**src/rtl/coef_block_assembler_pkg.sv**
```systemverilog
// rtl/coef_block_assembler_pkg.sv - shared constants and types for the coefficient block assembler
package coef_block_assembler_pkg;

    typedef enum logic [1:0] {
        S_DC   = 2'd0,
        S_AC   = 2'd1,
        S_DONE = 2'd2
    } state_e;

    localparam logic [3:0] EOB_RUN  = 4'd0;
    localparam logic [3:0] ZRL_RUN  = 4'd15;
    localparam logic [3:0] SYM_SIZE0 = 4'd0;

    // Zigzag scan position k -> raster index (row*8 + col)
    localparam int ZIGZAG [64] = '{
         0,  1,  8, 16,  9,  2,  3, 10, 17, 24, 32, 25, 18, 11,  4,  5,
        12, 19, 26, 33, 40, 48, 41, 34, 27, 20, 13,  6,  7, 14, 21, 28,
        35, 42, 49, 56, 57, 50, 43, 36, 29, 22, 15, 23, 30, 37, 44, 51,
        58, 59, 52, 45, 38, 31, 39, 46, 53, 60, 61, 54, 47, 55, 62, 63
    };

endpackage

```
**src/rtl/coef_block_assembler_if.sv**
```systemverilog
// rtl/coef_block_assembler_if.sv - symbol input stream and coefficient block output stream
interface coef_block_assembler_if #(
    parameter int COEF_W = 12,
    parameter int CH     = 3
);
    logic                               sym_valid;
    logic                               sym_ready;
    logic [3:0]                         sym_run;
    logic [3:0]                         sym_size;
    logic [COEF_W-1:0]                  sym_bits;
    logic [7:0][7:0][COEF_W-1:0]        block;
    logic [$clog2(CH+1)-1:0]            ch;
    logic                               mcu_last;
    logic                               valid_out;
    logic                               ready_out;

    modport slave (
        input  sym_valid, sym_run, sym_size, sym_bits, ready_out,
        output sym_ready, block, ch, mcu_last, valid_out
    );

    modport master (
        output sym_valid, sym_run, sym_size, sym_bits, ready_out,
        input  sym_ready, block, ch, mcu_last, valid_out
    );
endinterface

```
**src/rtl/coef_block_assembler_amp_extend.sv**
```systemverilog
// rtl/coef_block_assembler_amp_extend.sv - size/raw-bits to two's-complement amplitude
module amp_extend #(
    parameter int COEF_W = 12
) (
    input  logic [3:0]        size_i,
    input  logic [COEF_W-1:0] bits_i,
    output logic [COEF_W-1:0] value_o,
    output logic              illegal_o
);
    logic [COEF_W-1:0] mask;
    logic [COEF_W-1:0] masked;
    logic              msb;

    always_comb begin
        mask      = ~({COEF_W{1'b1}} << size_i);
        masked    = bits_i & mask;
        // Top bit of the field: mask minus its lower half isolates it
        msb       = |(masked & ~(mask >> 1));
        illegal_o = (32'(size_i) >= COEF_W);
        value_o   = msb ? masked : (masked - mask);
        if (illegal_o) begin
            value_o = '0;
        end
    end
endmodule

```
**src/rtl/coef_block_assembler.sv**
```systemverilog
// rtl/coef_block_assembler.sv - DC prediction, zigzag placement and 8x8 block emission
module coef_block_assembler
    import coef_block_assembler_pkg::*;
#(
    parameter int CH       = 3,
    parameter int COEF_W   = 12,
    parameter int MAX_SAMP = 4,
    localparam int SW      = $clog2(MAX_SAMP + 1),
    localparam int CHW     = $clog2(CH + 1)
) (
    input  logic                   clk,
    input  logic                   rst,
    coef_block_assembler_if.slave  bus,
    input  logic [CH-1:0][SW-1:0]  comp_blocks,
    input  logic                   restart,
    output logic                   err
);
    state_e                        state_q, state_d;
    logic [63:0][COEF_W-1:0]       asm_q, asm_d;
    logic [63:0][COEF_W-1:0]       block_q, block_d;
    logic [CH-1:0][COEF_W-1:0]     pred_q, pred_d;
    logic [6:0]                    k_q, k_d;
    logic [CHW-1:0]                comp_q, comp_d, ch_q, ch_d;
    logic [SW-1:0]                 blk_q, blk_d, blocks_n;
    logic                          mcu_last_q, mcu_last_d, valid_q, valid_d, err_q, err_d;

    logic [COEF_W-1:0] amp;
    logic              amp_illegal, acc, out_free, is_eob, is_zrl, ac_ovf;
    logic [6:0]        tgt, k_adv;

    amp_extend #(.COEF_W(COEF_W)) u_amp (
        .size_i   (bus.sym_size),
        .bits_i   (bus.sym_bits),
        .value_o  (amp),
        .illegal_o(amp_illegal)
    );

    always_comb begin : outputs
        bus.sym_ready = !rst && !restart && (state_q == S_DC || state_q == S_AC);
        bus.block     = block_q;
        bus.ch        = ch_q;
        bus.mcu_last  = mcu_last_q;
        bus.valid_out = valid_q;
        err           = err_q;
    end

    always_comb begin : decode
        acc      = bus.sym_valid && bus.sym_ready;
        out_free = !valid_q || bus.ready_out;
        is_eob   = (bus.sym_run == EOB_RUN) && (bus.sym_size == SYM_SIZE0);
        is_zrl   = (bus.sym_run == ZRL_RUN) && (bus.sym_size == SYM_SIZE0);
        tgt      = k_q + {3'b000, bus.sym_run};
        k_adv    = is_zrl ? (k_q + 7'd16) : (tgt + 7'd1);
        // A ZRL that exactly fills the block is legal; one reaching past 63 is not
        ac_ovf   = is_zrl ? (k_adv > 7'd64) : (tgt > 7'd63);
        blocks_n = (comp_blocks[comp_q] == '0) ? SW'(1) : comp_blocks[comp_q];
    end

    always_comb begin : next_state
        state_d = state_q;
        if (restart) begin
            state_d = S_DC;
        end else begin
            case (state_q)
                S_DC:    if (acc) state_d = S_AC;
                S_AC:    if (acc && (is_eob || ac_ovf || k_adv >= 7'd64)) state_d = S_DONE;
                S_DONE:  if (out_free) state_d = S_DC;
                default: state_d = S_DC;
            endcase
        end
    end

    always_comb begin : datapath
        asm_d      = asm_q;
        block_d    = block_q;
        pred_d     = pred_q;
        k_d        = k_q;
        comp_d     = comp_q;
        blk_d      = blk_q;
        ch_d       = ch_q;
        mcu_last_d = mcu_last_q;
        err_d      = 1'b0;
        valid_d    = valid_q && !bus.ready_out;
        if (restart) begin
            pred_d = '0;
            comp_d = '0;
            blk_d  = '0;
            k_d    = '0;
        end else begin
            case (state_q)
                S_DC: if (acc) begin
                    asm_d          = '0;
                    pred_d[comp_q] = pred_q[comp_q] + amp;
                    asm_d[0]       = pred_d[comp_q];
                    k_d            = 7'd1;
                    err_d          = amp_illegal;
                end
                S_AC: if (acc && !is_eob) begin
                    if (ac_ovf) begin
                        err_d = 1'b1;
                    end else begin
                        err_d = amp_illegal;
                        if (!is_zrl) asm_d[6'(ZIGZAG[tgt[5:0]])] = amp;
                        k_d = k_adv;
                    end
                end
                S_DONE: if (out_free) begin
                    block_d    = asm_q;
                    ch_d       = comp_q;
                    valid_d    = 1'b1;
                    mcu_last_d = 1'b0;
                    if ((blk_q + SW'(1)) >= blocks_n) begin
                        blk_d = '0;
                        if (comp_q == CHW'(CH - 1)) begin
                            comp_d     = '0;
                            mcu_last_d = 1'b1;
                        end else begin
                            comp_d = comp_q + CHW'(1);
                        end
                    end else begin
                        blk_d = blk_q + SW'(1);
                    end
                end
                default: ;
            endcase
        end
    end

    always_ff @(posedge clk or posedge rst) begin : state_reg
        if (rst) state_q <= S_DC;
        else     state_q <= state_d;
    end

    always_ff @(posedge clk or posedge rst) begin : data_reg
        if (rst) begin
            asm_q      <= '0;
            block_q    <= '0;
            pred_q     <= '0;
            k_q        <= '0;
            comp_q     <= '0;
            blk_q      <= '0;
            ch_q       <= '0;
            mcu_last_q <= 1'b0;
            valid_q    <= 1'b0;
            err_q      <= 1'b0;
        end else begin
            asm_q      <= asm_d;
            block_q    <= block_d;
            pred_q     <= pred_d;
            k_q        <= k_d;
            comp_q     <= comp_d;
            blk_q      <= blk_d;
            ch_q       <= ch_d;
            mcu_last_q <= mcu_last_d;
            valid_q    <= valid_d;
            err_q      <= err_d;
        end
    end
endmodule

```
**src/flat_wrapper.sv**
```systemverilog
// flat-port wrapper written by rule: the top's interface ports become plain ports
module coef_block_assembler_flat import coef_block_assembler_pkg::*;
#(
    parameter int CH       = 3,
    parameter int COEF_W   = 12,
    parameter int MAX_SAMP = 4,
    localparam int SW      = $clog2(MAX_SAMP + 1),
    localparam int CHW     = $clog2(CH + 1)
)
  (clk, rst, comp_blocks, restart, err, bus_sym_valid, bus_sym_run, bus_sym_size, bus_sym_bits, bus_ready_out, bus_sym_ready, bus_block, bus_ch, bus_mcu_last, bus_valid_out);
  coef_block_assembler_if #(.COEF_W(COEF_W), .CH(CH)) bus_i ();
  input  logic clk;
  input  logic rst;
  input  logic [CH-1:0][SW-1:0] comp_blocks;
  input  logic restart;
  output logic err;
  input wire logic [$bits(bus_i.sym_valid)-1:0] bus_sym_valid;
  input wire logic [$bits(bus_i.sym_run)-1:0] bus_sym_run;
  input wire logic [$bits(bus_i.sym_size)-1:0] bus_sym_size;
  input wire logic [$bits(bus_i.sym_bits)-1:0] bus_sym_bits;
  input wire logic [$bits(bus_i.ready_out)-1:0] bus_ready_out;
  output wire logic [$bits(bus_i.sym_ready)-1:0] bus_sym_ready;
  output wire logic [$bits(bus_i.block)-1:0] bus_block;
  output wire logic [$bits(bus_i.ch)-1:0] bus_ch;
  output wire logic [$bits(bus_i.mcu_last)-1:0] bus_mcu_last;
  output wire logic [$bits(bus_i.valid_out)-1:0] bus_valid_out;
  assign bus_i.sym_valid = bus_sym_valid;
  assign bus_i.sym_run = bus_sym_run;
  assign bus_i.sym_size = bus_sym_size;
  assign bus_i.sym_bits = bus_sym_bits;
  assign bus_i.ready_out = bus_ready_out;
  assign bus_sym_ready = bus_i.sym_ready;
  assign bus_block = bus_i.block;
  assign bus_ch = bus_i.ch;
  assign bus_mcu_last = bus_i.mcu_last;
  assign bus_valid_out = bus_i.valid_out;
  coef_block_assembler #(.CH(CH), .COEF_W(COEF_W), .MAX_SAMP(MAX_SAMP)) u_core (.clk(clk), .rst(rst), .bus(bus_i), .comp_blocks(comp_blocks), .restart(restart), .err(err));
endmodule
```
**config.mk**
```make
export PLATFORM = sky130hd
export DESIGN_NAME = coef_block_assembler_flat
export DESIGN_NICKNAME = d
export VERILOG_FILES = /design/src/rtl/coef_block_assembler_pkg.sv /design/src/rtl/coef_block_assembler_if.sv /design/src/rtl/coef_block_assembler_amp_extend.sv /design/src/rtl/coef_block_assembler.sv /design/src/flat_wrapper.sv
export SDC_FILE = /design/constraint.sdc
export NUM_CORES = 2
export LEC_CHECK = 0
export ABC_AREA = 0
export BUFFER_PORTS_ARGS = -buffer_cell sky130_fd_sc_hd__buf_4
export CORE_MARGIN = 5
export CORE_UTILIZATION = 50
export CTS_CLUSTER_SIZE = 14
export DETAILED_ROUTE_END_ITERATION = 10
export GPL_TIMING_DRIVEN = 1
export PLACE_DENSITY = 0.69
export REMOVE_ABC_BUFFERS = 1
export SLEW_MARGIN = 40
export SYNTH_ARGS = -nofsm -noshare
export SYNTH_HDL_FRONTEND = slang
export SYNTH_HIERARCHICAL = 1
export SYNTH_SLANG_ARGS = --single-unit
export TNS_END_PERCENT = 1
```
**constraint.sdc**
```tcl
create_clock -name clk -period 66.5 [get_ports clk]
set_input_delay 9.975 -clock clk [delete_from_list [all_inputs] [get_ports clk]]
set_output_delay 9.975 -clock clk [all_outputs]
set_load 0.01 [all_outputs]
```
==> flow_summary_export.csv <==
group,metric,value,unit
status,outcome,"finished, final reports clean",
worst_setup_path,reg2regPathDepth,9,
logic_synthesis,syn_inst,4473,
cts,clock_path_buffers,3,
worst_setup_path,arrival,10730,ps
logic_synthesis,avgSynthCellArea,13.9,um^2
logic_synthesis,ys_seq_elements,1591,
floorplan,die_y,362,um
sta,skew,57.0,ps
sta,slew_viol_final,0,
min_path,worstHoldEndpoint,"u_core/bus.block[282]",
worst_setup_path,start_kind,"primary input",
detailed_routing,drt-wirelength-per-cell,22.4,um
min_path,holdCritStartpoint,"u_core/asm_q[282]",
final_layout,final_util,61.0,%
worst_setup_path,crit_slowest_cell,"nor3_1",
grt,grt_remaining_overflow,0,
power_and_ir_drop,p_leak,39.6,nW
min_path,hold_class,"register to register",
detailed_routing,dr_wl_met2,75000,um
detailed_routing,via_count,37200,
detailed_routing,highest_layer,"met4",
logic_synthesis,synth_cell_types,93,
worst_setup_path,timing.rr.start,"u_core/state_q[1]",
worst_setup_path,worstSetupEndpointType,"primary output",
cts,cts_tree,"built",
detailed_routing,wl_met1,64300,um
floorplan,io_pins,808,
worst_setup_path,rr_endpoint,"u_core/asm_q[477]",
sta,rsz0062_at_grt,"no",
detailed_routing,drt_iter0_markers,2733,
detailed_routing,antenna_left,0,
sta,fin_setup_tns,0,ps
logic_synthesis,synthesis.area,0.0620,mm^2
logic_synthesis,synth_edf_count,0,
grt,grt_start_max_net_pins,152,
floorplan,die_w,362,um
sta,slew_headroom,41.4,%
worst_setup_path,crit_family,"buffers and inverters",
cts,cts.reportedPaths.clkPinSlew,60,ps
logic_synthesis,synth_top_cell_area_share,64.2,%
cts,postCtsSetupRepairBufs,0,
placed_design,gp_congestion,0.854,
worst_setup_path,critPathBufInv,2,
worst_setup_path,path_class,"primary input to primary output",
worst_setup_path,cp_common_cell,"buf_4",
grt,grt_pass1_wl,240000,um
placed_design,numPortBuffers,807,
worst_setup_path,required,56530,ps
logic_synthesis,ys_seq_area_share,64.2,%
cts,clockRootBuffer,"clkbuf_16",
logic_synthesis,synthArstFlopShare,100,%
cts,htree_num_levels,4,
sta,finalSetupViolations,0,
detailed_routing,drt_pass1_iterations,5,
detailed_routing,drt-vias-per-instance,5.31,
min_path,hold_depth,1,
cts,postCtsHoldBufs,0,
floorplan,start_util,50.2,%
floorplan,row_count,129,
detailed_routing,drc,0,
cts,clk_latency,800,ps
cts,post_cts_resized,0,
floorplan,coreArea,0.123,mm^2
sta,hold_viol_final,0,
cts,clock-sinks,1591,
power_and_ir_drop,ir_drop,25.2,uV
worst_setup_path,cpPeakStageDelay,330,ps
grt,grt_pass1_vias,38100,
logic_synthesis,yosysTopAreaCell,"dfrtp_1",
floorplan,dieArea,0.131,mm^2
logic_synthesis,synth_area_leaders,"dfrtp_1 (64%), mux2_2 (14%), mux2i_1 (6.5%), and2_1 (4.0%), nand2_1 (3.0%)",
cts,cts_made_buffers,160,
sta,post-route-period-util,31.1,%
worst_setup_path,cp_max_fo,31,
final_layout,layout.nets,5305,
sta,fmax,48.3,MHz
detailed_routing,dr_wl_met3,10800,um
grt,antenna_found_initial,4,
final_layout,syn_to_final_growth,21.4,%
logic_synthesis,ys_warn_count,6,
job,max-cap-violations,0,
worst_setup_path,cp_cell_sequence,"buf_4 > nor3_1 > buf_4",
grt,grtUsageTotal,23.7,%
worst_setup_path,ff2ff_setup_slack,61370,ps
logic_synthesis,synth-main-ff-cell,"dfrtp_1",
worst_setup_path,startpoint,"restart",
sta,worstMarginPinSlew,875,ps
final_layout,drive_gt1_share,37.2,%
detailed_routing,drt_wl_total,157000,um
placed_design,hpwl,103000,um
power_and_ir_drop,power_density,26.3,mW/mm^2
sta,period_needed,20700,ps
worst reg2reg max path, delay by kind of cell (launching register included):
family | cells | cell delay, ps
buf+inv | 5 | 3240
simple gates | 4 | 1230
flops | 1 | 560
synthesized netlist by cell type, types with 4 or more instances:
cell type / count
mux2_2: 765
and2_1: 399
ha_1: 33
o21ai_0: 61
nor3_1: 22
or4_1: 4
nand4_1: 11
nand3b_1: 9
xor2_1: 6
o21bai_1: 4
and3_1: 7
or3b_1: 6
o211ai_1: 5
a21o_1: 5
a211o_1: 6
nor2b_1: 9
nor4_1: 5
o32ai_2: 4
mux2i_1: 402
nor4b_4: 4
xnor2_1: 18
buf_6: 12
nand3_1: 33
or3_1: 5
a31oi_1: 18
nor2_1: 37
buf_2: 26
nor4_2: 9
inv_1: 29
o2111ai_1: 8
nand4b_1: 4
o31ai_1: 5
clkbuf_1: 229
o211a_1: 5
dfrtp_1: 1591
buf_1: 12
a21oi_1: 53
buf_4: 19
nand2b_1: 9
nand2_1: 491
a211oi_1: 8
cell type report:
class                      instances  area [um^2]
clock inverter                    45          549
tap                             1637         2050
inverter                          32          133
fill                            9589        48200
sequential                      1591        39800
antenna                            2         5.00
clock buffer                     244         4760
timing repair buffer             899         7000
multi-input combinational       2552        21000
state kept, by name, indices dropped and copies added (netlist names):
name,cells
u_core/bus.ch,2
u_core/pred_q,36
u_core/asm_q,768
u_core/bus.valid_out,1
u_core/err,1
u_core/bus.block,768
u_core/bus.mcu_last,1
u_core/k_q,7
u_core/comp_q,2
u_core/blk_q,3
u_core/state_q,2
worst max path at each step:
stage          cells after the start               to
6_report                           3    bus_sym_ready
5_1_grt                            3    bus_sym_ready
4_1_cts                            3    bus_sym_ready
3_5_place_dp                       3    bus_sym_ready
3_3_place_gp                       3    bus_sym_ready
2_1_floorplan                      1  u_core/asm_q[0]
placed cells by master (no fill, tap or decap), types with 42 or more instances in the layout:
cell       instances
dfrtp_1         1591
a21oi_1           52
clkbuf_1          42
o21ai_0           61
buf_4            863
nand2_1          478
clkbuf_8          42
mux2i_1          402
and2_1           399
clkbuf_16        162
mux2_2           765
layer usage:
layer | track usage (%) | up-vias
li1 | - | 16800
met1 | 30.7 | 19100
met2 | 38.2 | 955
met3 | 6.67 | 264
met4 | 9.38 | 0
met5 | 0 | -
per-stage QoR:
step	setup WS, ps	total power [mW]	hold slack, ps	area, um^2	instances
finish	45800	1.98	462	75300	7002
global route	45720	2.06	479	75300	7000
CTS	45800	2.00	463	75100	6994
detailed placement	45800	1.10	467	69800	6705
global placement	45780	1.10	464	69500	6684
floorplan	11630	1.06	449	60700	4175
cells by family (layout without fill, tap and decap cells):
group,Yosys count,in the layout,share of synthesized area [%]
adder cells (fa/ha/maj),35,35,0.730
XOR/XNOR,27,27,0.418
other,0,2,0
flip-flops,1591,1591,64.2
buffers and inverters,330,1220,2.31
multiplexers,1169,1169,20.4
AND/OR/NAND/NOR,1083,1083,9.07
AO/OA/AOI/OAI,238,238,2.83
power by group:
part / switching (mW) / internal [mW] / total, mW
Sequential: 0.00308 / 0.975 / 0.978
Combinational: 0.0771 / 0.0281 / 0.105
Clock: 0.377 / 0.520 / 0.897
Power figures use the tool's default switching activity.
